**config.mk**
```make
export PLATFORM = sky130hd
export DESIGN_NAME = tonegen_multi
export DESIGN_NICKNAME = d
export VERILOG_FILES = /design/src/rtl/tonegen_multi.sv
export SDC_FILE = /design/constraint.sdc
export NUM_CORES = 1
export LEC_CHECK = 0
export ABC_AREA = 1
export CAP_MARGIN = 0
export CORE_ASPECT_RATIO = 2
export CORE_MARGIN = 5
export CORE_UTILIZATION = 31
export DETAILED_ROUTE_END_ITERATION = 10
export HOLD_SLACK_MARGIN = 0.1
export PLACE_DENSITY = 0.48
export SLEW_MARGIN = 25
export SYNTH_ARGS = -nofsm -noshare
export SYNTH_HDL_FRONTEND = slang
export SYNTH_SLANG_ARGS = --single-unit
```
**constraint.sdc**
```tcl
create_clock -name clk -period 10.25 [get_ports clk]
set_input_delay 2.5625 -clock clk [delete_from_list [all_inputs] [get_ports clk]]
set_output_delay 2.5625 -clock clk [all_outputs]
set_load 0.01 [all_outputs]
```
**src/rtl/tonegen_multi.sv**
```systemverilog
// Purpose: multi-channel square-wave tone generator with timed notes and a PDM mixer.
// Latency: outputs registered; a write takes effect on its own edge, first toggle divider+1 edges later.
// Backpressure: none; every in-range config write is accepted immediately, out-of-range writes are dropped.
module tonegen_multi #(
  parameter int CHANNELS  = 4,
  parameter int DIV_WIDTH = 24,
  parameter int DUR_WIDTH = 24,
  localparam int CW = (CHANNELS > 1) ? $clog2(CHANNELS) : 1,
  localparam int AW = $clog2(2 * CHANNELS + 1)
) (
  input  logic                 clk,
  input  logic                 rst,
  input  logic                 cfg_we,
  input  logic [CW-1:0]        cfg_chan,
  input  logic [DIV_WIDTH-1:0] cfg_divider,
  input  logic [DUR_WIDTH-1:0] cfg_duration,
  output logic [CHANNELS-1:0]  chan_out,
  output logic [CHANNELS-1:0]  chan_active,
  output logic [CHANNELS-1:0]  done,
  output logic                 speaker
);

  logic [DIV_WIDTH-1:0] divider_q [CHANNELS];
  logic [DIV_WIDTH-1:0] divider_d [CHANNELS];
  logic [DIV_WIDTH-1:0] phase_q   [CHANNELS];
  logic [DIV_WIDTH-1:0] phase_d   [CHANNELS];
  logic [DUR_WIDTH-1:0] dur_q     [CHANNELS];
  logic [DUR_WIDTH-1:0] dur_d     [CHANNELS];
  logic [CHANNELS-1:0]  out_d;
  logic [CHANNELS-1:0]  done_d;
  logic [CHANNELS-1:0]  active_d;
  logic [CHANNELS-1:0]  wr_hit;

  logic [AW-1:0] acc_q;
  logic [AW-1:0] pop;
  logic [AW-1:0] mix_sum;

  // Decode the write strobe into a per-channel hit; indices past the last channel never match.
  always_comb begin
    wr_hit = '0;
    for (int i = 0; i < CHANNELS; i++) begin
      wr_hit[i] = cfg_we && (cfg_chan == CW'(i));
    end
  end

  // Per-channel next state: a write beats expiry, expiry beats a toggle.
  always_comb begin
    out_d    = chan_out;
    done_d   = '0;
    active_d = '0;
    for (int i = 0; i < CHANNELS; i++) begin
      divider_d[i] = divider_q[i];
      phase_d[i]   = phase_q[i];
      dur_d[i]     = dur_q[i];
      if (wr_hit[i]) begin
        divider_d[i] = cfg_divider;
        dur_d[i]     = cfg_duration;
        phase_d[i]   = '0;
        out_d[i]     = 1'b0;
      end else if (divider_q[i] == '0) begin
        // Silent channel: hold the waveform low and freeze the duration counter.
        phase_d[i] = '0;
        out_d[i]   = 1'b0;
      end else if (dur_q[i] == DUR_WIDTH'(1)) begin
        // Last cycle of a timed note: stop everything and flag completion.
        divider_d[i] = '0;
        phase_d[i]   = '0;
        dur_d[i]     = '0;
        out_d[i]     = 1'b0;
        done_d[i]    = 1'b1;
      end else begin
        if (dur_q[i] != '0) begin
          dur_d[i] = dur_q[i] - DUR_WIDTH'(1);
        end
        if (phase_q[i] == divider_q[i]) begin
          out_d[i]   = ~chan_out[i];
          phase_d[i] = '0;
        end else begin
          phase_d[i] = phase_q[i] + DIV_WIDTH'(1);
        end
      end
      active_d[i] = (divider_d[i] != '0);
    end
  end

  // Channel state registers; reset silences every channel without a done pulse.
  always_ff @(posedge clk or posedge rst) begin
    if (rst) begin
      for (int i = 0; i < CHANNELS; i++) begin
        divider_q[i] <= '0;
        phase_q[i]   <= '0;
        dur_q[i]     <= '0;
      end
      chan_out    <= '0;
      chan_active <= '0;
      done        <= '0;
    end else begin
      for (int i = 0; i < CHANNELS; i++) begin
        divider_q[i] <= divider_d[i];
        phase_q[i]   <= phase_d[i];
        dur_q[i]     <= dur_d[i];
      end
      chan_out    <= out_d;
      chan_active <= active_d;
      done        <= done_d;
    end
  end

  // Count how many channel outputs are high and add them to the running remainder.
  always_comb begin
    pop = '0;
    for (int i = 0; i < CHANNELS; i++) begin
      pop = pop + AW'(chan_out[i]);
    end
    mix_sum = acc_q + pop;
  end

  // First-order sigma-delta: emit a 1 each time the remainder crosses CHANNELS.
  always_ff @(posedge clk or posedge rst) begin
    if (rst) begin
      acc_q   <= '0;
      speaker <= 1'b0;
    end else if (mix_sum >= AW'(CHANNELS)) begin
      acc_q   <= mix_sum - AW'(CHANNELS);
      speaker <= 1'b1;
    end else begin
      acc_q   <= mix_sum;
      speaker <= 1'b0;
    end
  end

endmodule

```
Word level (Yosys, flattened, before mapping)
Index checks and enable logic that the tools add are counted.
{ "totals": {"register_bits": 305, "output_inout_bits": 13} }
{ "classes": {"add_sub_neg": 13, "magnitude_cmp": 1, "eq_ne": 15, "muxes": 74, "n_bitwise": 4, "reduce_logical": 29} }
{ "op_table": {"columns": ["op", "n"], "rows": [
  ["two-way mux 24 bit", 44],
  ["nonzero test 24 bit", 8],
  ["adder 24 x 1 -> 24 bit (second input constant)", 4],
  ["== test 24 x 1 -> 1 bit (second input constant)", 4],
  ["== test 24 bit", 4],
  ["logical NOT 24 bit", 4],
  ["subtractor 24 x 1 -> 24 bit (second input constant)", 4],
  ["two-way mux 1 bit", 29],
  ["nonzero test 4 bit", 4],
  ["nonzero test 3 bit", 4],
  ["inequality test 2 bit (second input constant)", 4],
  ["AND reduction 2 bit", 4],
  ["adder 3 x 1 -> 4 bit", 1],
  ["adder 4 bit", 1],
  ["== test 2 bit (second input constant)", 2],
  ["greater-or-equal comparator 4 x 3 -> 1 bit (second input constant)", 1],
  ["logical AND 1 bit", 4],
  ["two-way mux 4 bit", 1],
  ["inverter 1 bit", 4],
  ["subtractor 4 x 3 -> 4 bit (second input constant)", 1],
  ["adder 2 x 1 -> 3 bit", 1],
  ["adder 1 x 1 -> 2 bit", 1],
  ["== test 2 x 1 -> 1 bit (second input constant)", 1],
  ["logical NOT 2 bit", 1]
]} }

Logic depth before layout (Yosys ltp)
Gate-level depths: netlist of the first run.
{ "logic_depth": {"ltp_word": 6, "ltp_mapped": 13} }

Worst setup path before layout of the first run
Ideal clock, no wire load.
{ "synth_path": {"kind": "input to register", "from": "input port cfg_chan[1]", "to": "register chan_active[0]", "setup_ns": 0.125, "arrival_time_ns": 3.617, "path_slack_ns": 6.507, "path_stages": 10, "path_buffers": 2, "cell_sequence": "nor3_4 -> inv_2 -> buf_6 -> buf_6 -> nand3_1 -> nand2_1 -> nor2_1 -> nand2_1 -> nor2_1 -> nand3_1"} }
{ "synth_lines": {"columns": ["element", "line_no", "source"], "rows": [
  ["start, declared", "14", "input logic [CW-1:0] cfg_chan,"],
  ["end signal, assigned", "104", "chan_active <= active_d;"],
  ["end, declared", "18", "output logic [CHANNELS-1:0] chan_active,"]
]} }

==> flow_summary.ini, run 1 <==
[worst_setup_path]
endpoint_kind = flop
crit_type = input port to flop
critPathLaunchType = input port
worst-path-max-fanout = 40
cp_data_arrival_time_ns = 5.86
required_ns = 10.68
reg2regPathDepth = 11

[power_and_ir_drop]
internal_power_uw = 2610
combPwrFrac_pct = 25.4
ir_worst_vdd_uv = 89.5
seqPwrFrac_pct = 42.3
swShare_pct = 35.2
switchingPower_uw = 1420
powerDensity_nw_per_um2 = 196
p_clk_share_pct = 32.4
power.static_leakage_uw = 0.00954

[drt]
drc = 0
drt-vias-per-instance = 5.03
num_vias = 16700
drt_iter0_drc = 963
ant_nets = 0
drtPass1Iterations = 5
wl_per_cell_um = 19.0
totalWireLength_um = 63000

[min_path]
hold_path.class = flop to flop
hold_depth = 2

[final_layout]
diodes = 0
finalNetCount = 2603
mostFrequentLayoutCells = nand2_1 (600), nor2_1 (427), dfrtp_1 (305), inv_1 (234), nand3_1 (222)
drive_gt1_share_pct = 4.94
layoutNonFillerInstCount = 3315
fin_util_pct = 35.4
fillers = 6211
layout_commonest_cell = nand2_1
area_delta_synth_final_pct = 13.4

[clocking]
clkLatencyLatePin_ns = 0.54
cts_tree = yes
post_cts_buffers = 0
clock_path_buffers = 3
cts_made_buffers = 34
cts_resized = 0
path_clk_slew_ns = 0.06
cts-root-buf = clkbuf_16
cts_hold_buf = 0
htreeDepth = 2
clock_sinks = 305

[floorplanning]
die-area_sq_um = 63700
die_h_um = 352
rows = 125
io_pins = 66
initial_core_util_pct = 31.2
die_x_um = 181
core_sq_um = 58000

[yosys]
synth_edf_count = 0
synth_cell_types = 47
synth-seq-cells = 305
synth_area_sq_um = 18100
ys.flop_type = dfrtp_1
synth_nets = 2565
yosysSeqAreaShare_pct = 42.1
syn_avg_cell_area_sq_um = 7.27
synth-warning-count = 0
ys_async_sr_fraction_pct = 100
syn_inst = 2492

[placed_design]
place_congestion = 0.873
place_hpwl_um = 47400
dp_slack_ns = 4.33
io_buffers = 65
place_inst = 3256

[timing]
hold_viol = 0
period_needed_ns = 5.43
max_freq_mhz = 184
finalCritPeriodShare_pct = 53.0
final-setup-viol-count = 0
fin_tns_setup_ns = 0
grt_setup_unrepaired = no
skew_ns = 0.0177
worst_slack_ns = 4.82
worst_pin_slew_ns = 1.09
finalMaxSlewViolations = 0
worst_slew_margin_rel_pct = 26.9

[global_route]
grt_pass1_wl_um = 96700
grt_usage_pct = 19.3
grt_max_degree = 70
grt_overflow = 0
antenna_found_initial = 1
grt_pass1_vias = 16700

[run]
drv_cap = 0

[outcome]
status = finished, final reports clean
[state kept, by name, summed over array words and instances, names as in the netlist]
signal / flops
acc_q: 4
speaker: 1
divider_q: 96
dur_q: 96
phase_q: 96
chan_active: 4
done: 4
chan_out: 4
[critical path: stages]
cell and delay, ns:
clkdlybuf4s50_1 0.60, nor3_4 0.06, buf_4 0.27, inv_2 0.63, nand2_4 0.29, nor2_1 0.52
nand2_1 0.57, nor3_1 0.30
[routing by layer]
| layer | wire [um] | up-vias | share of wire (%) | GRT usage, % |
|---|---|---|---|---|
| met5 | 13 | - | 0.021 | 0 |
| met4 | 2510 | 2 | 4.0 | 7.45 |
| met3 | 2390 | 116 | 3.8 | 2.22 |
| met2 | 35300 | 375 | 56 | 38.2 |
| met1 | 22700 | 8087 | 36 | 20.3 |
| li1 | - | 8110 | - | - |
[stage by stage]
| stage | hold WS, ns | cell area [sq um] | total power (uW) |
|---|---|---|---|
| floorplan | 0.472 | 18100 | 2430 |
| global placement | 0.491 | 19400 | 2730 |
| detailed placement | 0.504 | 19400 | 2750 |
| CTS | 0.521 | 20600 | 4090 |
| global route | 0.548 | 20600 | 4290 |
| finish | 0.513 | 20600 | 4030 |
[cell families after synthesis]
group / Yosys count / share of synthesized area (%)
AO/OA/AOI/OAI: 249 / 7.57
XOR/XNOR: 155 / 7.49
adder cells (fa/ha/maj): 20 / 1.50
buffers and inverters: 321 / 7.34
flip-flops: 305 / 42.1
AND/OR/NAND/NOR: 1442 / 34.0
[Yosys cell counts, types with 14 or more instances]
| master | number | area [sq um] |
|---|---|---|
| o22ai_1 | 37 | 231 |
| a21oi_1 | 71 | 355 |
| inv_1 | 235 | 882 |
| dfrtp_1 | 305 | 7630 |
| nor3_1 | 65 | 325 |
| xor2_1 | 78 | 683 |
| nor2_1 | 427 | 1600 |
| clkbuf_1 | 23 | 86.3 |
| buf_2 | 35 | 175 |
| o21ai_1 | 21 | 105 |
| ha_1 | 17 | 213 |
| o21ai_0 | 90 | 450 |
| xnor2_1 | 77 | 674 |
| nand4_1 | 53 | 332 |
| nor4_1 | 14 | 87.6 |
| nand2_1 | 600 | 2250 |
| nand3_1 | 222 | 1110 |
| or2_2 | 14 | 87.6 |
| nor2_2 | 18 | 113 |
[power groups by stage]
stage,clock [uW],sequential (uW),combinational (uW)
5_1_grt,1380,1740,1180
3_5_place_dp,0,1730,1030
4_1_cts,1340,1710,1030
2_1_floorplan,0,1620,807
3_3_place_gp,0,1720,1010
6_report,1300,1700,1020
[worst paths after layout]
path | from | end | slack [ns]
max | cfg_chan[0] | phase_q[86]$_DFF_PP0_ | 4.82
min | dur_q[4]$_DFFE_PP0P_ | dur_q[4]$_DFFE_PP0P_ | 0.51
max in group asynchronous | rst | phase_q[68]$_DFF_PP0_ | 5.77
max reg2reg | dur_q[16]$_DFFE_PP0P_ | chan_out[3]$_DFFE_PP0P_ | 6.54
min in group asynchronous | rst | divider_q[17]$_DFF_PP0_ | 2.50
min reg2reg | dur_q[4]$_DFFE_PP0P_ | dur_q[4]$_DFFE_PP0P_ | 0.51
[cell type report]
class                   instances  area (sq um)  area share [%]
inverters                     249           941            4.58
flip-flops and latches        305          7630            37.1
repair buffers                 74           722            3.51
multi-input cells            1866          9160            44.6
clock buffers                  54          1050            5.09
clock inverters                 5           104           0.505
well taps                     762           953            4.64
Note: power is estimated with default switching activity, not from simulation.
==> inputs of run 2 (changes only) <==
==> constraint.sdc (replaced) <==
create_clock -name clk -period 4.4 [get_ports clk]
set_input_delay 1.1 -clock clk [delete_from_list [all_inputs] [get_ports clk]]
set_output_delay 1.1 -clock clk [all_outputs]
set_load 0.01 [all_outputs]
==> flow_summary.ini, run 2 (synthesis gave the netlist of run 1 again) <==
[outcome]
status = finished, final reports clean

[power_and_ir_drop]
p_clk_share_pct = 30.5
powerDensity_nw_per_um2 = 445
combPwrFrac_pct = 26.1
switchingPower_uw = 3320
ir_worst_vdd_uv = 266
seqPwrFrac_pct = 43.4
internal_power_uw = 5820
finalPower_uw = 9140
swShare_pct = 36.3
power.static_leakage_uw = 0.00954

[worst_setup_path]
cpMaxStageDelayCell = clkdlybuf4s50_1
crit_end = phase_q[86]$_DFF_PP0_
reg2regPathDepth = 9
critPathLaunchType = input port
crit_path_cell_trace = clkdlybuf4s50_1, nor3_4, inv_2, nand2_4, nor2_1, nand2_1, nor3_1
worst-path-max-fanout = 20
worst-path-stages = 7
crit_buf_inv = 2
cp_slowest_stage_delay_ns = 0.60
cp_data_arrival_time_ns = 3.65
worstSetupStartpoint = cfg_chan[0]
reg2reg_from = dur_q[43]$_DFFE_PP0P_
r2r_slack_ns = 1.44
r2r_end = dur_q[38]$_DFFE_PP0P_
crit_type = input port to flop
endpoint_kind = flop
crit_family = simple AND/OR/NAND/NOR gates
required_ns = 4.89

[timing]
hold_viol = 0
finalCritPeriodShare_pct = 71.7
period_needed_ns = 3.16
worst_pin_slew_ns = 0.869
max_freq_mhz = 317
worst_slew_margin_rel_pct = 42.1
grt_setup_unrepaired = no
finalMaxSlewViolations = 0
skew_ns = 0.0174
fin_tns_setup_ns = 0
final-setup-viol-count = 0

[floorplanning]
die_h_um = 352
die-area_sq_um = 63700
io_pins = 66
initial_core_util_pct = 31.2
rows = 125
core_sq_um = 58000
die_x_um = 181

[global_route]
grt_pass1_vias = 17000
grt_max_degree = 98
grt_pass1_wl_um = 97300
antenna_found_initial = 1
grt_usage_pct = 19.2
grt_overflow = 0

[final_layout]
layout_commonest_cell = nand2_1
drive_gt1_share_pct = 5.43
mostFrequentLayoutCells = nand2_1 (600), nor2_1 (427), dfrtp_1 (305), inv_1 (234), nand3_1 (222)
seqCellArea_sq_um = 7630
multiInputGateArea_sq_um = 9160
largestRegisters = divider_q: 96 flops, dur_q: 96 flops, phase_q: 96 flops
finalNetCount = 2610
fillers = 6168
area_delta_synth_final_pct = 13.3
diodes = 0

[clocking]
post_cts_buffers = 0
cts-root-buf = clkbuf_16
path_clk_slew_ns = 0.06
clock_sinks = 305
cts_hold_buf = 0
clkLatencyLatePin_ns = 0.60
cts_made_buffers = 31
htreeDepth = 1
clock_path_buffers = 3
cts_resized = 0
cts_tree = yes

[min_path]
hold_depth = 1
hold_path.class = flop to flop

[drt]
drt-vias-per-instance = 4.98
drtPass1Iterations = 7
wl_per_cell_um = 18.8
drt_iter0_drc = 1075
totalWireLength_um = 62400
drc = 0
ant_nets = 0
num_vias = 16500

[placed_design]
place_congestion = 0.834
place_hpwl_um = 47400
io_buffers = 65

[run]
drv_cap = 0
run 2: changes by cell type in the layout (fill, tap and decap cells not counted), moves of 3 or more:
cell        before  now
clkbuf_16       35   31
clkinv_2         1   11
buf_4            8   16
buf_12           0    3
clkbuf_1         9    4
clkbuf_8        10    4
clkinvlp_4       1    4
run 2: through the flow:
step / area [sq um] / setup slack (ns) / cells / util, % / hold slack (ns)
floorplan: 18100 / -0.757 / 2492 / - / 0.472
global placement: 19500 / 0.720 / 3266 / 33.6 / 0.494
detailed placement: 19500 / 0.650 / 3266 / 33.6 / 0.508
CTS: 20500 / 1.28 / 3323 / 35.4 / 0.523
global route: 20500 / 0.982 / 3323 / 35.4 / 0.557
finish: 20500 / 1.24 / 3323 / 35.4 / 0.516
run 2: per-layer routing:
metal / vias to the layer above / wire length, um / GRT usage (%)
met5: - / 14 / 0
met2: 338 / 34400 / 37.2
met4: 2 / 3020 / 8.59
li1: 8109 / - / -
met3: 117 / 2030 / 2.29
met1: 7978 / 23000 / 20.5
run 2: worst min-delay path by stage:
stage / start / endpoint / slack (ns)
2_1_floorplan: dur_q[40]$_DFFE_PP0P_ / dur_q[40]$_DFFE_PP0P_ / 0.47
3_3_place_gp: dur_q[4]$_DFFE_PP0P_ / dur_q[4]$_DFFE_PP0P_ / 0.49
3_5_place_dp: dur_q[4]$_DFFE_PP0P_ / dur_q[4]$_DFFE_PP0P_ / 0.51
4_1_cts: phase_q[24]$_DFF_PP0_ / phase_q[24]$_DFF_PP0_ / 0.52
5_1_grt: dur_q[40]$_DFFE_PP0P_ / dur_q[40]$_DFFE_PP0P_ / 0.56
6_report: phase_q[24]$_DFF_PP0_ / phase_q[24]$_DFF_PP0_ / 0.52
run 2: cell type report:
cell class,count,area share (%)
clock buffers,39,4.12
repair buffers,84,4.04
multi-input cells,1866,44.6
flip-flops and latches,305,37.2
clock inverters,18,0.859
well taps,762,4.64
inverters,249,4.58
run 2: power groups by stage:
| stage | registers (uW) | logic [uW] | clock network, uW |
|---|---|---|---|
| finish | 3960 | 2390 | 2790 |
| global route | 4040 | 2770 | 2970 |
| CTS | 3970 | 2410 | 2870 |
| detailed placement | 4010 | 2390 | 0 |
| global placement | 4000 | 2340 | 0 |
| floorplan | 3770 | 1880 | 0 |
run 2: worst register-to-register path, stage by stage, from the launching register on:
cell and delay (ns):
dfrtp_1 0.43, nor2_1 0.14, nand2_1 0.08, nor2_1 0.29, nand3_2 0.56, nand2_4 0.52
o21ai_2 0.12, inv_2 0.45, o21ai_0 0.16, o21ai_0 0.11
